**src/rtl/interrupt_ctrl.sv**
```systemverilog
// Interrupt controller: IF/IE/IME registers, fixed-priority arbitration and a
// vectored req/ack handshake toward the CPU dispatch logic.
module interrupt_ctrl #(
  parameter logic [15:0] IF_ADDR  = 16'hFF0F,
  parameter logic [15:0] IE_ADDR  = 16'hFFFF,
  parameter logic [7:0]  VEC_BASE = 8'h40
) (
  input  logic        clk,
  input  logic        rst,
  input  logic [4:0]  irq_src,
  input  logic [15:0] bus_addr,
  input  logic        bus_wr,
  input  logic        bus_rd,
  input  logic [7:0]  bus_wdata,
  output logic [7:0]  bus_rdata,
  input  logic        ime_set,
  input  logic        ime_clr,
  output logic        int_req,
  output logic [7:0]  int_vector,
  input  logic        int_ack,
  output logic        halt_wake
);

  localparam int unsigned NUM_SRC = 5;
  localparam int unsigned IDX_W   = 3;

  typedef enum logic {
    ST_IDLE = 1'b0,
    ST_PEND = 1'b1
  } state_t;

  state_t               state_q, state_n;
  logic [NUM_SRC-1:0]   if_q, if_n;
  logic [7:0]           ie_q, ie_n;
  logic                 ime_q, ime_n;
  logic                 req_n;
  logic [7:0]           vec_n;
  logic [7:0]           rdata_n;

  logic [NUM_SRC-1:0]   pending;
  logic [IDX_W-1:0]     win_idx;
  logic [7:0]           win_vec;
  logic                 ack_ok;
  logic [NUM_SRC-1:0]   ack_mask;

  assign pending   = if_q & ie_q[NUM_SRC-1:0];
  assign halt_wake = |pending;
  assign ack_ok    = int_ack && (state_q == ST_PEND);

  // Lowest set pending bit wins; scan downward so the last hit is the lowest.
  always_comb begin
    win_idx = '0;
    for (int i = NUM_SRC - 1; i >= 0; i--) begin
      if (pending[i]) win_idx = IDX_W'(i);
    end
    win_vec = VEC_BASE + {2'b00, win_idx, 3'b000};
  end

  // Decode the presented vector back into the IF bit to clear on acceptance.
  always_comb begin
    ack_mask = '0;
    for (int i = 0; i < NUM_SRC; i++) begin
      if (int_vector == VEC_BASE + 8'(i * 8)) ack_mask[i] = 1'b1;
    end
  end

  // IF: bus write, then ack clear, then new source pulses (pulses always win).
  always_comb begin
    if_n = if_q;
    if (bus_wr && bus_addr == IF_ADDR) if_n = bus_wdata[NUM_SRC-1:0];
    if (ack_ok) if_n = if_n & ~ack_mask;
    if_n = if_n | irq_src;
  end

  always_comb begin
    ie_n = ie_q;
    if (bus_wr && bus_addr == IE_ADDR) ie_n = bus_wdata;
  end

  always_comb begin
    ime_n = ime_q;
    if (ime_set) ime_n = 1'b1;
    if (ime_clr) ime_n = 1'b0;
    if (ack_ok)  ime_n = 1'b0;
  end

  always_comb begin
    rdata_n = bus_rdata;
    if (bus_rd) begin
      if (bus_addr == IF_ADDR)      rdata_n = {3'b111, if_q};
      else if (bus_addr == IE_ADDR) rdata_n = ie_q;
      else                          rdata_n = 8'hFF;
    end
  end

  // Request FSM; int_req/int_vector are registered alongside the state.
  always_comb begin
    state_n = state_q;
    req_n   = 1'b0;
    vec_n   = 8'h00;
    unique case (state_q)
      ST_IDLE: begin
        if (ime_q && pending != '0) begin
          state_n = ST_PEND;
          req_n   = 1'b1;
          vec_n   = win_vec;
        end
      end
      ST_PEND: begin
        if (int_ack) begin
          state_n = ST_IDLE;
        end else if (!ime_q || pending == '0) begin
          state_n = ST_IDLE;
        end else begin
          req_n = 1'b1;
          vec_n = win_vec;
        end
      end
      default: state_n = ST_IDLE;
    endcase
  end

  always_ff @(posedge clk or posedge rst) begin
    if (rst) begin
      state_q    <= ST_IDLE;
      if_q       <= '0;
      ie_q       <= '0;
      ime_q      <= 1'b0;
      int_req    <= 1'b0;
      int_vector <= 8'h00;
      bus_rdata  <= 8'h00;
    end else begin
      state_q    <= state_n;
      if_q       <= if_n;
      ie_q       <= ie_n;
      ime_q      <= ime_n;
      int_req    <= req_n;
      int_vector <= vec_n;
      bus_rdata  <= rdata_n;
    end
  end

endmodule

```
**config.mk**
```make
export PLATFORM = sky130hd
export DESIGN_NAME = interrupt_ctrl
export DESIGN_NICKNAME = d
export VERILOG_FILES = /design/src/rtl/interrupt_ctrl.sv
export SDC_FILE = /design/constraint.sdc
export NUM_CORES = 1
export LEC_CHECK = 0
export CAP_MARGIN = 20
export CELL_PAD_IN_SITES_DETAIL_PLACEMENT = 0
export CELL_PAD_IN_SITES_GLOBAL_PLACEMENT = 1
export CORE_AREA = 2 2 48 84
export CTS_BUF_LIST = sky130_fd_sc_hd__clkbuf_4 sky130_fd_sc_hd__clkbuf_8
export DETAILED_ROUTE_END_ITERATION = 8
export DIE_AREA = 0 0 50 86
export PLACE_DENSITY = 0.95
export SETUP_SLACK_MARGIN = 0.2
export SYNTH_ARGS = -nofsm -noshare
export SYNTH_HDL_FRONTEND = slang
export SYNTH_SLANG_ARGS = --single-unit
```
**constraint.sdc**
```tcl
create_clock -name clk -period 3.35 [get_ports clk]
set_input_delay 0.5025 -clock clk [delete_from_list [all_inputs] [get_ports clk]]
set_output_delay 0.5025 -clock clk [all_outputs]
set_load 0.03 [all_outputs]
```
==> run_results.csv <==
group,metric,value,unit
run_status,status,"finished, final reports clean",
clocking,htree_levels,1,
global_routing,grt_max_degree,27,
sta,slew_viol_final,0,
global_routing,grt_pass1_wl,5260,um
logic_synthesis,synthFlopType,"dfrtp_1",
critical_path,cp_data_arrival_time,1.76,ns
floorplan,die_y,86,um
clocking,cts-resized-gates,0,
logic_synthesis,netlist_top_cells_count,"dfrtp_1, mux2_2, nand2_1, nor2_1",
clocking,cts_tree,"yes",
global_routing,first_global_vias,1105,
route,dr.pass1.iters,4,
logic_synthesis,syn_inst,106,
floorplan,ios,54,
logic_synthesis,synth.most_common_cell,"dfrtp_1",
route,ant_nets,0,
logic_synthesis,synthArstFlopShare,100,%
finish,final_nets,195,
finish,drive_above_1_share,15.9,%
power,vdd_drop_max,0.270,mV
route,drt-total-wl,3250,um
finish,synthToLayoutAreaGrowth,48.2,%
critical_path,cp-end-kind,"primary output",
clocking,cts_sinks,26,
flow_run,max_cap_violations,0,
finish,fill_cells,315,
finish,final_util,50.6,%
sta,setup_viol,0,
clocking,cts-root-buf,"clkbuf_8",
critical_path,crit_type,"reg -> out",
finish,seq_area,651,um^2
sta,max_freq,442,MHz
critical_path,cp_max_fo,4,
placement,gp_congestion,0.873,
route,drc,0,
sta,worst_pin_slew,0.547,ns
route,dr.first_iter.drc_count,45,
placement,io_buffers,49,
route,wl_per_cell,16.0,um
logic_synthesis,synth_area_leader_cell,"dfrtp_1",
clocking,clk_pin_slew,0.08,ns
logic_synthesis,syn_area_per_cell,11.6,um^2
finish,multi_input_area,531,um^2
clocking,clk_path_buf_depth,2,
clocking,clock_latency,0.27,ns
logic_synthesis,yosysSeqAreaShare,53.1,%
logic_synthesis,synth_area_leaders,"dfrtp_1, mux2_2, o221a_2",
logic_synthesis,synth_edf_count,0,
global_routing,antenna_found_initial,0,
sta,layout_min_cycle_time,2.26,ns
critical_path,worst_setup_path_start_kind,"flop",
logic_synthesis,syn_area,1230,um^2
sta,tns,0,ns
logic_synthesis,yosys_warnings,0,
floorplan,dieArea,4300,um^2
floorplan,chipWidth,50,um
clocking,post_cts_buffers,0,
critical_path,worstPathRequired,2.85,ns
floorplan,num_rows,29,
power,p_leak,0.711,nW
power,powerDensity,305,nW/um^2
sta,fin_crit_sh,67.5,%
hold_path,hp-class,"in -> async",
sta,rsz0062_at_grt,"no",
floorplan,core,3590,um^2
sta,slew_headroom,63.4,%
sta,skew,0.00223,ns
clocking,cts_buffers,3,
floorplan,start_util,34.1,%
logic_synthesis,yosys_register_bits,26,
sta,hold_viol,0,
clocking,holdBufCountCts,0,
logic_synthesis,synth_top_area_share,53.1,%
global_routing,grt.overflow.total,0,
route,vias_per_cell,5.32,
finish,antenna-diode-count,0,
global_routing,grt_usage,15.7,%
placement,dpl.hpwl,2570,um
route,num_vias,1079,
logic_synthesis,ys_types,29,
## through the flow
stage,std cells,instance area [um^2],hold slack [ns],total power [mW],worst slack [ns]
3_5_place_dp,199,1750,0.486,0.384,0.946
6_report,203,1820,0.412,0.554,1.09
5_1_grt,203,1820,0.428,0.575,1.02
4_1_cts,202,1790,0.505,0.553,1.09
3_3_place_gp,199,1750,0.468,0.383,0.972
2_1_floorplan,109,1240,0.454,0.340,1.54
## cell type report
class	count	share of cell area, %
clock buffer	3	2.27
timing repair buffer	50	28.5
multi-input combinational	73	29.2
inverter	5	1.03
tap	46	3.17
sequential	26	35.8
## kinds of logic (layout without fill, tap and decap cells)
| family | Yosys count | in the layout | share of synthesized area (%) |
|---|---|---|---|
| muxes | 8 | 8 | 7.35 |
| buffers and inverters | 10 | 58 | 4.59 |
| DFF | 26 | 26 | 53.1 |
| other | 1 | 4 | 0.306 |
| AOI/OAI and AO/OA | 21 | 21 | 15.6 |
| and+or+nand+nor | 40 | 40 | 19.1 |
## sequential cells by signal, indices dropped and copies added (netlist names)
signal      flops
if_q            5
bus_rdata       8
int_vector      4
ime_q           1
ie_q            8
## report_power, final
part	internal, mW	switching (mW)	total (mW)
logic	0.0412	0.0254	0.0666
clock network	0.0806	0.0922	0.173
registers	0.314	0.000632	0.315
total	0.436	0.118	0.554
## path summary, 6_finish.rpt
check	cells after the start	slack, ns	endpoint	startpoint
worst max-delay path	3	1.09	halt_wake	if_q[3]$_DFF_PP0_
worst min-delay path	2	0.41	ie_q[5]$_DFFE_PP0P_	rst
worst max register to register	4	1.83	if_q[1]$_DFF_PP0_	int_vector[5]$_DFF_PP0_
worst min register to register	1	0.51	bus_rdata[5]$_DFFE_PP0P_	ie_q[5]$_DFFE_PP0P_
max in group asynchronous	3	2.58	int_vector[3]$_DFF_PP0_	rst
min in group clk	1	0.51	bus_rdata[5]$_DFFE_PP0P_	ie_q[5]$_DFFE_PP0P_
## metal layers
metal | track usage [%] | wire length [um] | vias up
met1 | 18.2 | 1220 | 520
li1 | - | - | 501
met2 | 28.8 | 1780 | 51
met5 | 0 | 0 | -
met3 | 2.61 | 195 | 7
met4 | 4.80 | 56 | 0
## worst max-delay path: stages (launching register included)
cell and delay [ns]:
dfrtp_1 0.43, a22oi_1 0.30, nand3_1 0.15, clkdlybuf4s50_1 0.62
## placed cells by master (no fill, tap or decap), drive strengths merged
master,n
a211oi,1
a21oi,1
a221oi,1
a22oi,2
a311o,5
a32oi,1
and2,1
and3b,1
and4,3
buf,1
clkbuf,3
clkdlybuf4s50,49
conb,4
dfrtp,26
inv,5
mux2,8
nand2,9
nand3,5
nand3b,1
nand4,5
nor2,6
nor2b,1
nor3,2
o21ai,1
o221a,5
o22a,3
o41ai,1
or2,5
or4,1
(Power assumes the default switching activity.)
